`src/rtl/dpram_fifo_ctrl.sv`:
```
// Synchronous FIFO controller driving a dual-port RAM: port A pushes, port B pops.
// Optional sticky overflow/underflow error flags are enabled by defining DPRAM_FIFO_ERR_EN.
module dpram_fifo_ctrl #(
    parameter int unsigned DW       = 8,
    parameter int unsigned AW       = 4,
    parameter int unsigned AFULL_TH = 14
) (
    input  logic          clk,
    input  logic          rst_n,
    input  logic          push,
    input  logic [DW-1:0] push_data,
    output logic          full,
    output logic          almost_full,
    input  logic          pop,
    output logic [DW-1:0] pop_data,
    output logic          pop_valid,
    output logic          empty,
    output logic [AW:0]   count,
    output logic          ram_wr_enA,
    output logic [AW-1:0] ram_addr_A,
    output logic [DW-1:0] ram_wr_dataA,
    output logic          ram_wr_enB,
    output logic [AW-1:0] ram_addr_B,
`ifdef DPRAM_FIFO_ERR_EN
    output logic          ovf_err,
    output logic          udf_err,
    input  logic          err_clr,
`endif
    input  logic [DW-1:0] ram_rd_dataB
);

    localparam int unsigned PW    = AW + 1;
    localparam int unsigned DEPTH = 1 << AW;

    logic [PW-1:0] wr_ptr;
    logic [PW-1:0] rd_ptr;
    logic [PW-1:0] count_q;
    logic [PW-1:0] count_nxt;
    logic          empty_q;
    logic          full_q;
    logic          afull_q;
    logic          pop_valid_q;
    logic [DW-1:0] hold_q;
    logic          push_acc;
    logic          pop_acc;

    // Acceptance is qualified only by the registered flags, never by the other request.
    assign push_acc = push & ~full_q;
    assign pop_acc  = pop & ~empty_q;

    assign ram_wr_enA   = push_acc;
    assign ram_addr_A   = wr_ptr[AW-1:0];
    assign ram_wr_dataA = push_data;
    assign ram_wr_enB   = 1'b0;
    assign ram_addr_B   = rd_ptr[AW-1:0];

    always_comb begin
        count_nxt = count_q;
        if (push_acc && !pop_acc) begin
            count_nxt = count_q + PW'(1);
        end else if (pop_acc && !push_acc) begin
            count_nxt = count_q - PW'(1);
        end
    end

    // Pointers carry one wrap bit beyond the RAM address width.
    always_ff @(posedge clk or negedge rst_n) begin
        if (!rst_n) begin
            wr_ptr <= '0;
            rd_ptr <= '0;
        end else begin
            if (push_acc) begin
                wr_ptr <= wr_ptr + PW'(1);
            end
            if (pop_acc) begin
                rd_ptr <= rd_ptr + PW'(1);
            end
        end
    end

    // Flags are registered from the next occupancy, so they move with the pointers.
    always_ff @(posedge clk or negedge rst_n) begin
        if (!rst_n) begin
            count_q <= '0;
            empty_q <= 1'b1;
            full_q  <= 1'b0;
            afull_q <= 1'b0;
        end else begin
            count_q <= count_nxt;
            empty_q <= (count_nxt == '0);
            full_q  <= (count_nxt == PW'(DEPTH));
            afull_q <= (count_nxt >= PW'(AFULL_TH));
        end
    end

    // RAM read data lands one cycle after the accepted pop; keep the last word afterwards.
    always_ff @(posedge clk or negedge rst_n) begin
        if (!rst_n) begin
            pop_valid_q <= 1'b0;
            hold_q      <= '0;
        end else begin
            pop_valid_q <= pop_acc;
            if (pop_valid_q) begin
                hold_q <= ram_rd_dataB;
            end
        end
    end

    assign pop_data    = pop_valid_q ? ram_rd_dataB : hold_q;
    assign pop_valid   = pop_valid_q;
    assign empty       = empty_q;
    assign full        = full_q;
    assign almost_full = afull_q;
    assign count       = count_q;

`ifdef DPRAM_FIFO_ERR_EN
    logic ovf_q;
    logic udf_q;

    // Sticky error flags; a new set condition beats a simultaneous clear.
    always_ff @(posedge clk or negedge rst_n) begin
        if (!rst_n) begin
            ovf_q <= 1'b0;
            udf_q <= 1'b0;
        end else begin
            ovf_q <= (push & full_q) | (ovf_q & ~err_clr);
            udf_q <= (pop & empty_q) | (udf_q & ~err_clr);
        end
    end

    assign ovf_err = ovf_q;
    assign udf_err = udf_q;
`endif

endmodule

```
`config.mk`:
```
export PLATFORM = sky130hd
export DESIGN_NAME = dpram_fifo_ctrl
export DESIGN_NICKNAME = d
export VERILOG_FILES = /design/src/rtl/dpram_fifo_ctrl.sv
export SDC_FILE = /design/constraint.sdc
export NUM_CORES = 1
export LEC_CHECK = 0
export CORE_ASPECT_RATIO = 0.5
export CORE_MARGIN = 5
export CORE_UTILIZATION = 41
export DETAILED_ROUTE_END_ITERATION = 8
export HOLD_SLACK_MARGIN = 0.15
export PLACE_DENSITY_LB_ADDON = 0.25
export SETUP_SLACK_MARGIN = 0.05
export SLEW_MARGIN = 20
export SYNTH_ARGS = -nofsm -noshare
export SYNTH_HDL_FRONTEND = slang
export SYNTH_SLANG_ARGS = --single-unit
export TNS_END_PERCENT = 50
```
`constraint.sdc`:
```
create_clock -name clk -period 1.97 [get_ports clk]
set_clock_uncertainty 0.05 [all_clocks]
set_input_delay 0.2955 -clock clk [delete_from_list [all_inputs] [get_ports clk]]
set_output_delay 0.2955 -clock clk [all_outputs]
set_load 0.03 [all_outputs]
```
==> metrics.log, run 1 <==
INFO  metric unrepaired_setup_endpoints_after_global_routing = false
INFO  metric cp-start-kind = flop
INFO  metric setup.worst_path.class = flop to output pin
INFO  metric clkTransAtPathRegs = 0.08 ns
INFO  metric cellLeakagePower = 0.707 nW
INFO  metric grt_overflow = 0
INFO  metric regToRegSetupSlack = 0.26 ns
INFO  metric synth.avg_cell_area = 12.8 um^2
INFO  metric design.core.area = 0.00272 mm^2
INFO  metric numCtsBuffers = 3
INFO  metric wl_per_cell = 13.4 um
INFO  metric worst_setup_path_end_kind = output pin
INFO  metric synthDominantCellAreaShare = 49.4%
INFO  metric post_route_minimum_period = 1.82 ns
INFO  metric vias_per_cell = 4.79
INFO  metric finalCritPeriodShare = 92.4%
INFO  metric async_flop_share = 100%
INFO  metric yosysUniqueCellTypes = 29
INFO  metric syn_inst = 95
INFO  metric worst-endpoint-arrival = 1.47 ns
INFO  metric insertion_delay = 0.26 ns
INFO  metric yosys_warnings = 0
INFO  metric drt_first_iter_violations = 16
INFO  metric syn_area = 0.00122 mm^2
INFO  metric cts_tree = built
INFO  metric ant_nets = 0
INFO  metric num_antenna_cells = 0
INFO  metric synth_sequential_area_ratio = 51.5%
INFO  metric ctsHtreeMaxLevel = 1
INFO  metric synth_top_cells_by_area = dfrtp_1 (49%), mux2_2 (8.3%), buf_4 (5.6%), xnor2_1 (5.0%), ha_1 (4.1%)
INFO  metric finalNetCount = 153
INFO  metric via_count_of_the_first_global_routing_pass = 827
INFO  metric grt_use_total = 11.4%
INFO  metric yosys_register_bits = 25
INFO  metric ctsLongestPathBuffers = 2
INFO  metric initial_core_util = 44.8%
INFO  metric via_count = 791
INFO  metric place.gp.congestion = 0.698
INFO  metric drc_errors = 0
INFO  metric postCtsSetupBuffers = 0
INFO  metric layout-drive-gt1-share = 24.2%
INFO  metric power_density = 1690 mW/mm^2
INFO  metric hp-class = primary input to async pin
INFO  metric fp.dieW = 87.0 um
INFO  metric grt_antenna_before_repair = 0
INFO  metric max-cap-violations = 0
INFO  metric number_of_standard_cells_in_the_final_layout_excluding_fillers = 165
INFO  metric final_hold_viol_count = 0
INFO  metric cts_sinks = 25
INFO  metric max-vdd-ir-drop = 0.000756 V
INFO  metric critical_path_required = 1.62 ns
INFO  metric die_area = 0.00422 mm^2
INFO  metric outcome = completed
INFO  metric finalWirelength = 2210 um
INFO  metric placed_cells = 161
INFO  metric port_buffers = 37
INFO  metric fin_setup_tns = 0 ns
INFO  metric wire_length_of_the_first_global_routing_pass = 3780 um
INFO  metric drtPass1Iterations = 4
INFO  metric synth_nets = 119
INFO  metric most_frequently_used_flop_master_after_synthesis = dfrtp_1
INFO  metric row_count = 13
INFO  metric synth_edf_count = 0
INFO  metric pin_count_of_the_biggest_net_entering_global_routing = 26
INFO  metric achievable-frequency = 0.550 GHz
INFO  metric design.portCount = 55
INFO  metric detailedPlacementHpwl = 1670 um
INFO  metric die_h = 48.5 um
INFO  metric finalSetupViolCount = 0
INFO  metric area_growth = 33.4%
INFO  metric drv_slew = 0
INFO  metric root_buffer = clkbuf_8
INFO  metric synth_area_leader_cell = dfrtp_1
INFO  metric highest_net_fanout_along_the_worst_path = 9
## worst paths after layout
path,start,endpoint,depth (start not counted)
setup / recovery,pop_valid,pop_data[5],3
hold / removal,rst_n,count[1],2
setup reg to reg,count[1],full,6
hold reg to reg,rd_ptr[3],rd_ptr[3],1
max in group asynchronous,rst_n,empty,2
min in group clk,rd_ptr[3],rd_ptr[3],1
## worst max-delay path: stages, from the launching register on
cell           delay (ns)
dfrtp_1              0.37
buf_12               0.13
mux2_2               0.34
dlygate4sd2_1        0.36
## stage by stage
| step | cell area, um^2 | setup WS (ns) | hold slack, ns | util, % | total power, mW |
|---|---|---|---|---|---|
| 2_1_floorplan | 1220 | 0.178 | -0.0501 | - | 1.95 |
| 3_3_place_gp | 1590 | 0.0426 | 0.411 | 58.4 | 2.49 |
| 3_5_place_dp | 1590 | 0.0368 | 0.415 | 58.4 | 2.51 |
| 4_1_cts | 1620 | 0.123 | 0.335 | 59.7 | 2.79 |
| 5_1_grt | 1620 | 0.0666 | 0.360 | 59.7 | 2.93 |
| 6_report | 1620 | 0.150 | 0.332 | 59.7 | 2.75 |
## cells in the final DEF, fill, tap and decap left out
master	n
o21ai_0	1
nor4_2	1
a22oi_4	1
nor2_1	3
a21oi_1	2
ha_1	4
and3_1	1
nor2_4	2
xnor2_2	3
nand2_1	8
nand4_1	2
nor4b_2	1
inv_4	2
buf_4	2
dfstp_2	1
dfrtp_1	23
dfrtp_2	1
o32ai_1	1
nor3b_1	1
mux2_2	9
nand2b_4	2
dlygate4sd2_1	8
inv_1	2
conb_1	1
nor3_1	2
nand3_1	1
nor4_1	1
a22oi_2	1
a31o_2	1
clkbuf_1	1
xnor2_1	7
clkdlybuf4s50_1	28
buf_12	1
clkbuf_8	3
## layout make-up
type	instances	area [um^2]
clock buffer	4	45.0
fill	233	1090
inverter	4	20.0
multi-input combinational	56	498
sequential	25	628
tap	37	46.3
timing repair buffer	39	385
## sequential cells by signal (all words and copies together), names as in the netlist
register / flops
hold_q: 8
count: 5
rd_ptr: 4
wr_ptr: 4
almost_full: 1
empty: 1
full: 1
pop_valid: 1
## cell families (layout without fill, tap and decap cells)
group                    count (synthesis)  in the layout  synth area share, %
XOR/XNOR                                10             10                 9.05
AND/OR/NAND/NOR                         25             25                 13.7
adder cells (fa/ha/maj)                  4              4                 4.12
multiplexers                             9              9                 8.33
AO/OA/AOI/OAI                            7              7                 5.45
flip-flops                              25             25                 51.5
buffers and inverters                   14             47                 7.51
other                                    1              1                0.308
## synth_stat cells (2+ instances only)
cell type / count
dfrtp_1: 24
xnor2_1: 7
nand4_1: 2
xnor2_2: 3
nor2_1: 3
buf_4: 9
a21oi_1: 2
nor3_1: 2
inv_4: 2
nand2b_4: 2
ha_1: 4
mux2_2: 9
nor2_4: 2
nand2_1: 8
inv_1: 2
## routing by layer
layer / global-route usage (%) / up-vias / share of wire (%)
met5: 0 / - / 0
met3: 4.22 / 8 / 7.7
met1: 12.6 / 378 / 42
met4: 6.22 / 0 / 1.6
li1: - / 381 / -
met2: 18.9 / 24 / 49
## repair_timing
action / in CTS / in global routing
hold buffers: 0 / 0
setup endpoints to repair: 8 / 1
hold endpoints to repair: 0 / 0
resized for setup: 8 / 1
## report_power, final
group	switching [mW]	leakage (nW)	internal [mW]	total, mW
logic	0.844	0.390	0.687	1.53
registers	0.192	0.295	0.731	0.923
clock network	0.151	0.0228	0.144	0.295
Power figures use the tool's default switching activity.
==> run 2, diff against run 1 <==
--- a/config.mk
+++ b/config.mk
@@ -8,6 +8,7 @@
 export CORE_ASPECT_RATIO = 0.5
 export CORE_MARGIN = 5
 export CORE_UTILIZATION = 41
+export CTS_CLUSTER_DIAMETER = 200
 export DETAILED_ROUTE_END_ITERATION = 8
 export HOLD_SLACK_MARGIN = 0.15
 export PLACE_DENSITY_LB_ADDON = 0.25
==> results of run 2 <==
Same layout as run 1: the final DEF is identical, and so are final timing and power.
